===== src/rtl/pipe_stage_buffer.sv =====
// pipe_stage_buffer: valid/ready inter-stage register with optional skid entry, flush, ctrl masking
// and saturating stall/bubble counters.
module pipe_stage_buffer #(
  parameter int DATA_W = 32,
  parameter int CTRL_W = 8,
  parameter int SKID   = 1,
  parameter int CNT_W  = 16
) (
  input  logic              clk_i,
  input  logic              reset_i,
  input  logic              flush_i,
  input  logic              in_valid_i,
  output logic              in_ready_o,
  input  logic [DATA_W-1:0] in_data_i,
  input  logic [CTRL_W-1:0] in_ctrl_i,
  output logic              out_valid_o,
  input  logic              out_ready_i,
  output logic [DATA_W-1:0] out_data_o,
  output logic [CTRL_W-1:0] out_ctrl_o,
  input  logic              cnt_clr_i,
  output logic [CNT_W-1:0]  stall_cnt_o,
  output logic [CNT_W-1:0]  bubble_cnt_o
);
  typedef enum logic [1:0] {EMPTY, FULL, SKIDF} state_t;
  localparam logic [CNT_W-1:0] CNT_MAX = '1;
  state_t state_q, state_d;
  logic rdy_q, rdy_d, accept, consume;
  logic [DATA_W-1:0] m_data_q, m_data_d, s_data_q, s_data_d;
  logic [CTRL_W-1:0] m_ctrl_q, m_ctrl_d, s_ctrl_q, s_ctrl_d;
  logic [CNT_W-1:0] stall_q, stall_d, bubble_q, bubble_d;
  assign out_valid_o  = state_q != EMPTY;
  assign out_data_o   = m_data_q;
  assign out_ctrl_o   = m_ctrl_q;
  assign stall_cnt_o  = stall_q;
  assign bubble_cnt_o = bubble_q;
  // Without a skid entry the only room for a new beat is the slot being vacated this cycle.
  assign in_ready_o = rdy_q & ~flush_i & ((SKID != 0) | ~out_valid_o | out_ready_i);
  assign accept     = in_valid_i & in_ready_o;
  assign consume    = out_valid_o & out_ready_i;
  assign rdy_d      = state_d != SKIDF;
  assign stall_d  = cnt_clr_i ? '0 :
                    (out_valid_o & ~out_ready_i & stall_q != CNT_MAX) ? stall_q + CNT_W'(1) : stall_q;
  assign bubble_d = cnt_clr_i ? '0 :
                    (~out_valid_o & bubble_q != CNT_MAX) ? bubble_q + CNT_W'(1) : bubble_q;
  always_comb begin
    state_d  = state_q;
    m_data_d = m_data_q;
    m_ctrl_d = m_ctrl_q;
    s_data_d = s_data_q;
    s_ctrl_d = s_ctrl_q;
    if (flush_i) begin
      state_d  = EMPTY;
      m_ctrl_d = '0;
      s_ctrl_d = '0;
    end else begin
      case (state_q)
        EMPTY: if (accept) begin
          state_d  = FULL;
          m_data_d = in_data_i;
          m_ctrl_d = in_ctrl_i;
        end
        FULL: if (accept && consume) begin
          m_data_d = in_data_i;
          m_ctrl_d = in_ctrl_i;
        end else if (consume) begin
          state_d  = EMPTY;
          m_ctrl_d = '0;
        end else if (accept) begin
          state_d  = SKIDF;
          s_data_d = in_data_i;
          s_ctrl_d = in_ctrl_i;
        end
        SKIDF: if (consume) begin
          state_d  = FULL;
          m_data_d = s_data_q;
          m_ctrl_d = s_ctrl_q;
          s_ctrl_d = '0;
        end
        default: state_d = EMPTY;
      endcase
    end
  end
  always_ff @(posedge clk_i or posedge reset_i) begin
    if (reset_i) begin
      state_q  <= EMPTY;
      rdy_q    <= 1'b0;
      m_data_q <= '0;
      m_ctrl_q <= '0;
      s_data_q <= '0;
      s_ctrl_q <= '0;
      stall_q  <= '0;
      bubble_q <= '0;
    end else begin
      state_q  <= state_d;
      rdy_q    <= rdy_d;
      m_data_q <= m_data_d;
      m_ctrl_q <= m_ctrl_d;
      s_data_q <= s_data_d;
      s_ctrl_q <= s_ctrl_d;
      stall_q  <= stall_d;
      bubble_q <= bubble_d;
    end
  end
endmodule


===== config.mk =====
export PLATFORM = sky130hd
export DESIGN_NAME = pipe_stage_buffer
export DESIGN_NICKNAME = d
export VERILOG_FILES = /design/src/rtl/pipe_stage_buffer.sv
export SDC_FILE = /design/constraint.sdc
export NUM_CORES = 1
export LEC_CHECK = 0
export ABC_AREA = 0
export ABC_CLOCK_PERIOD_IN_PS = 4400
export BUFFER_PORTS_ARGS = -buffer_cell sky130_fd_sc_hd__buf_2
export CAP_MARGIN = 30
export CORE_MARGIN = 5
export CORE_UTILIZATION = 45
export CTS_CLUSTER_DIAMETER = 60
export DETAILED_ROUTE_END_ITERATION = 7
export HOLD_SLACK_MARGIN = 0.03
export PLACE_DENSITY = 0.7
export SYNTH_ARGS = -nofsm -noshare
export SYNTH_HDL_FRONTEND = slang
export SYNTH_SLANG_ARGS = --single-unit

===== constraint.sdc =====
create_clock -name clk_i -period 4.4 [get_ports clk_i]
set_clock_uncertainty 0.15 [all_clocks]
set_input_delay 0.88 -clock clk_i [delete_from_list [all_inputs] [get_ports clk_i]]
set_output_delay 0.88 -clock clk_i [all_outputs]
set_load 0.01 [all_outputs]

# After elaboration in Yosys (flattened, before gate mapping)
# Cells that the tools add are included.
# W data, S select, Z words.
[totals]
ff_bits = 115
in_bits = 46
[op_classes]
addsub = 2
eq_ne = 14
n_mux = 25
bitwise = 11
n_reduce_logical = 12
[op_table]
columns = ["operator", "count"]
rows = [
  ["$mux W32", 3],
  ["$pmux W32 S3", 1],
  ["$mux W16", 4],
  ["$mux W8", 8],
  ["$add A16 B1 Y16 const B", 2],
  ["$ne A16 B16 Y1 const B", 2],
  ["$pmux W8 S3", 1],
  ["$pmux W8 S2", 1],
  ["$ne A3 B3 Y1 const B", 5],
  ["$reduce_and A5 Y1", 3],
  ["$mux W2", 6],
  ["$ne A2 B2 Y1 const B", 4],
  ["$and A1 B1 Y1", 6],
  ["$pmux W2 S3", 1],
  ["$reduce_bool A2 Y1", 3],
  ["$reduce_bool A3 Y1", 2],
  ["$not A1 Y1", 5],
  ["$ne A4 B4 Y1 const B", 1],
  ["$reduce_and A4 Y1", 1],
  ["$reduce_bool A4 Y1", 1],
  ["$eq A2 B1 Y1 const B", 1],
  ["$eq A2 B2 Y1 const B", 1],
  ["$logic_not A2 Y1", 1],
  ["$logic_and A1 B1 Y1", 1],
]

# Depth between registers and ports, before layout
[logic_depth]
depth_word = 9
ltp_mapped = 8

# Least setup slack after synthesis
# OpenSTA, ideal clock, no wires.
[synth_timing]
path_kind = "input port to output port"
from = "input port flush_i"
to = "output port in_ready_o"
arrival_time_ps = 1259
path_slack_ps = 2111
path_stages = 2
cell_sequence = "clkbuf_1 -> nor2b_1"
[synth_between]
elab_chain_len = 2
[synth_lines]
columns = ["item", "line_no", "rtl"]
rows = [
  ["start: declaration", "11", "input logic flush_i,"],
  ["$not A1 Y1 (no source line)", "--", ""],
  ["$and A1 B1 Y1", "37", "assign in_ready_o = rdy_q & ~flush_i & ((SKID != 0) | ~out_valid_o | out_ready_i);"],
  ["end: declaration", "13", "output logic in_ready_o,"],
]
# Every way passes these cells.

# Final worst setup path
[layout_timing]
from = "register state_q[0]"
to = "register m_data_q[10], in the netlist out_data_o[10]"
[layout_between]
elab_chain_len = 5
word_cells_on_any_way = 12
[layout_lines]
columns = ["item", "line_no", "rtl"]
rows = [
  ["start: declaration", "26", "state_t state_q, state_d;"],
  ["start signal: assignment", "94", "state_q <= state_d;"],
  ["$reduce_bool A2 Y1", "31", "assign out_valid_o = state_q != EMPTY;"],
  ["$and A1 B1 Y1", "39", "assign consume = out_valid_o & out_ready_i;"],
  ["$logic_and A1 B1 Y1", "62", "FULL: if (accept && consume) begin"],
  ["$ne A2 B2 Y1 (no source line)", "--", ""],
  ["$reduce_and A5 Y1 (no source line)", "--", ""],
  ["end signal: assignment", "96", "m_data_q <= m_data_d;"],
  ["end: declaration", "28", "logic [DATA_W-1:0] m_data_q, m_data_d, s_data_q, s_data_d;"],
]
# Parallel ways exist; a longest one is shown, timed or not.
# A chain may end at the register's enable or synchronous reset.

==> qor.yml <==
critical_path:
  start_kind: "flip-flop"
  cp_max_fo: 20
  worst_ep_arrival_time_ns: 3.40
  critical_path.cell_chain: "inv_1 -> ha_1 -> nand2b_2 -> o21ai_0 -> nand3_2 -> buf_4 -> mux2_4"
  cp-end-kind: "flip-flop"
  required_ns: 4.54
  crit_path_top_delay_cell: "sky130_fd_sc_hd__nand3_2"
  critical-path-max-stage-delay_ns: 0.61
  category_of_the_most_critical_setup_path: "flip-flop to flip-flop"
drt:
  detailedRoute.firstPassIterationCount: 5
  wl_per_cell_microns: 17.0
  antenna_violation_net_count_after_detailed_routing: 0
  detailroute.wirelength.met3_microns: 1100
  maxUsedRoutingLayer: "met5"
  route.detailed.drc: 0
  detailedRoute.firstIterationViolations: 289
  vias: 4499
  met2_length_microns: 6610
  drt-total-wl_microns: 13700
  detail_route.vias_per_cell: 5.57
  route.layer.met1.wl_microns: 5720
sta:
  rsz_0062_raised_after_global_routing: "false"
  max_clock_freq_ghz: 0.307
  fin_ws_ns: 1.15
  finalCriticalPeriod_ns: 3.26
  setup-tns-final_ns: 0
  period_share_pct: 74.0
  max-slew-margin-rel_pct: 48.6
  timing_hold_violations_final: 0
  maxSlewViolCount: 0
  timing.final.setup_violations: 0
  timing_worst_slew_pin_value_ns: 0.771
  worst_hold_slack_ns: 0.240
logic_synthesis:
  synth_seq_area_share_pct: 48.7
  synth_top_flop_cell: "sky130_fd_sc_hd__dfrtp_1"
  asyncSetResetFlopFracSynth_pct: 100
  postSynthNetCount: 550
  synthCells: 498
  synth_warnings: 0
  synth-seq-cells: 115
  number_of_enable_type_register_cells_in_the_synthesized_netlist: 0
  post_synth_instance_area_sq_mm: 0.00591
  yosys.cell_types.count: 47
  syn_avg_cell_area_sq_um: 11.9
cts:
  root_buffer: "sky130_fd_sc_hd__clkbuf_16"
  post_cts_resize_count: 0
  cts_htree_levels: 4
  postCtsSetupRepairBufs: 0
  clock_tree_buffer_depth: 2
  num_cts_buffers: 17
  path_clk_slew_ns: 0.05
  tritoncts: "yes"
  clkSinkCount: 115
  post_cts_hold_buffer_count: 0
  clk_latency_ns: 0.41
global_routing:
  global_route.usage.total_pct: 18.2
  antenna_found_initial: 4
  grt_pass1_vias: 4717
  grt_start_max_net_pins: 66
  grt_first_pass_wirelength_microns: 23300
  grt-ovfl-total: 0
pwr:
  sw_frac_of_total_pct: 27.0
  powerDensity_mw_per_mm2: 472
  netSwitchingPower_mw: 0.922
  pwr-share-clk_pct: 37.8
  ir_drop_mv: 0.382
  p_int_mw: 2.49
  cellLeakagePower_nw: 3.35
  power_frac_comb_pct: 20.0
  seq_power_share_pct: 42.2
layout:
  layout.cells.most_common: "sky130_fd_sc_hd__buf_2"
  post-route-util_pct: 56.9
  most-common-layout-cells: "119 x sky130_fd_sc_hd__buf_2, 115 x sky130_fd_sc_hd__dfrtp_1, 80 x sky130_fd_sc_hd__mux2_2"
  flow.area_growth_from_synthesis_pct: 22.6
  nets: 674
  ratio_of_cells_with_drive_above_1_in_the_final_layout_pct: 43.9
  layoutNonFillerInstCount: 808
flow_run:
  max_cap_viol_count: 0
die:
  chipHeight_microns: 125
  die_outline_width_microns: 125
  initial_utilization_pct: 46.4
  fp.dieArea_sq_mm: 0.0155
  floorplan.rows: 41
  design.core.area_sq_mm: 0.0127
  io_pins: 120
run_status:
  run_status: "completed"
place:
  io_buffer_count: 119
  placedCellCount: 775
  dp_slack_ns: 1.08
  dp_hpwl_microns: 9600
  place.gp.congestion: 0.799
worst_hold_path:
  holdCritPathClass: "input port to asynchronous set/reset pin"
-- metrics by stage --
| step | power, mW | cell area (sq um) |
|---|---|---|
| 2_1_floorplan | 1.89 | 5910 |
| 3_3_place_gp | 2.10 | 6650 |
| 3_5_place_dp | 2.14 | 6680 |
| 4_1_cts | 3.46 | 7240 |
| 5_1_grt | 3.59 | 7240 |
| 6_report | 3.41 | 7240 |
-- per-layer routing --
metal | up-vias | GRT usage, %
li1 | 2090 | -
met1 | 2211 | 22.4
met2 | 163 | 28.5
met3 | 29 | 8.06
met4 | 6 | 6.45
met5 | - | 0
-- logic make-up (layout without fill, tap and decap cells) --
family / Yosys count / after routing / share of synthesized area [%]
other: 0 / 1 / 0
xor gates and xnor gates: 2 / 2 / 0.297
adders and majority gates: 6 / 6 / 1.27
and+or+nand+nor: 145 / 145 / 14.5
AOI/OAI and AO/OA: 70 / 70 / 7.29
buffers and inverters: 39 / 176 / 3.16
DFF: 115 / 115 / 48.7
muxes: 121 / 121 / 24.7
-- final cells by class --
cell class,instances,area (sq um)
antenna,1,2.50
clock buffer,20,457
clock inverter,12,108
fill,1093,5480
inverter,18,70.1
multi-input combinational,344,2840
sequential,115,2880
tap,172,215
timing repair buffer,126,668
-- sequential cells by signal, summed over array words and instances, names as in the netlist --
signal / count
out_data_o: 32
stall_cnt_o: 16
state_q: 2
bubble_cnt_o: 16
s_data_q: 32
rdy_q: 1
s_ctrl_q: 8
out_ctrl_o: 8
-- cell usage after synthesis, types with 6 or more instances --
cell type | count | area share, %
sky130_fd_sc_hd__and4_1 | 6 | 0.89
sky130_fd_sc_hd__dfrtp_1 | 115 | 49
sky130_fd_sc_hd__nor2b_1 | 17 | 1.8
sky130_fd_sc_hd__mux2_4 | 30 | 7.6
sky130_fd_sc_hd__nand3_1 | 14 | 1.2
sky130_fd_sc_hd__o31ai_1 | 7 | 0.89
sky130_fd_sc_hd__a21oi_1 | 35 | 3.0
sky130_fd_sc_hd__buf_2 | 8 | 0.68
sky130_fd_sc_hd__ha_1 | 6 | 1.3
sky130_fd_sc_hd__nand4_1 | 22 | 2.3
sky130_fd_sc_hd__mux2_2 | 80 | 15
sky130_fd_sc_hd__or4_1 | 8 | 1.0
sky130_fd_sc_hd__or3_1 | 10 | 1.1
sky130_fd_sc_hd__o21ai_0 | 14 | 1.2
sky130_fd_sc_hd__inv_1 | 18 | 1.1
sky130_fd_sc_hd__mux2i_1 | 11 | 1.9
sky130_fd_sc_hd__clkbuf_1 | 7 | 0.44
sky130_fd_sc_hd__nor4_1 | 8 | 0.85
sky130_fd_sc_hd__nor2_1 | 15 | 0.95
sky130_fd_sc_hd__nand2_1 | 25 | 1.6
-- power by group through the flow --
stage,combinational [mW],clock [mW],sequential (mW)
2_1_floorplan,0.411,0,1.48
4_1_cts,0.696,1.33,1.44
3_5_place_dp,0.694,0,1.45
5_1_grt,0.750,1.37,1.47
3_3_place_gp,0.662,0,1.44
6_report,0.682,1.29,1.44
-- worst max-delay path, delay by kind of cell (launching register included) --
| kind | cells | cell delay [ns] |
|---|---|---|
| AOI/OAI and AO/OA | 1 | 0.22 |
| and+or+nand+nor | 2 | 0.97 |
| buffers and inverters | 2 | 0.57 |
| DFF | 1 | 0.41 |
| adders and majority gates | 1 | 0.48 |
| muxes | 1 | 0.32 |
-- worst paths after layout --
kind / startpoint / endpoint / slack [ns] / depth (start not counted)
min in group clk_i: out_ctrl_o[7] / out_ctrl_o[7] / 0.35 / 1
hold reg to reg: out_ctrl_o[7] / out_ctrl_o[7] / 0.35 / 1
hold / removal: reset_i / bubble_cnt_o[13] / 0.24 / 2
max in group asynchronous: reset_i / s_data_q[28] / 2.92 / 4
setup reg to reg: state_q[0] / out_data_o[10] / 1.15 / 7
setup / recovery: state_q[0] / out_data_o[10] / 1.15 / 7
Power figures use the tool's default switching activity.
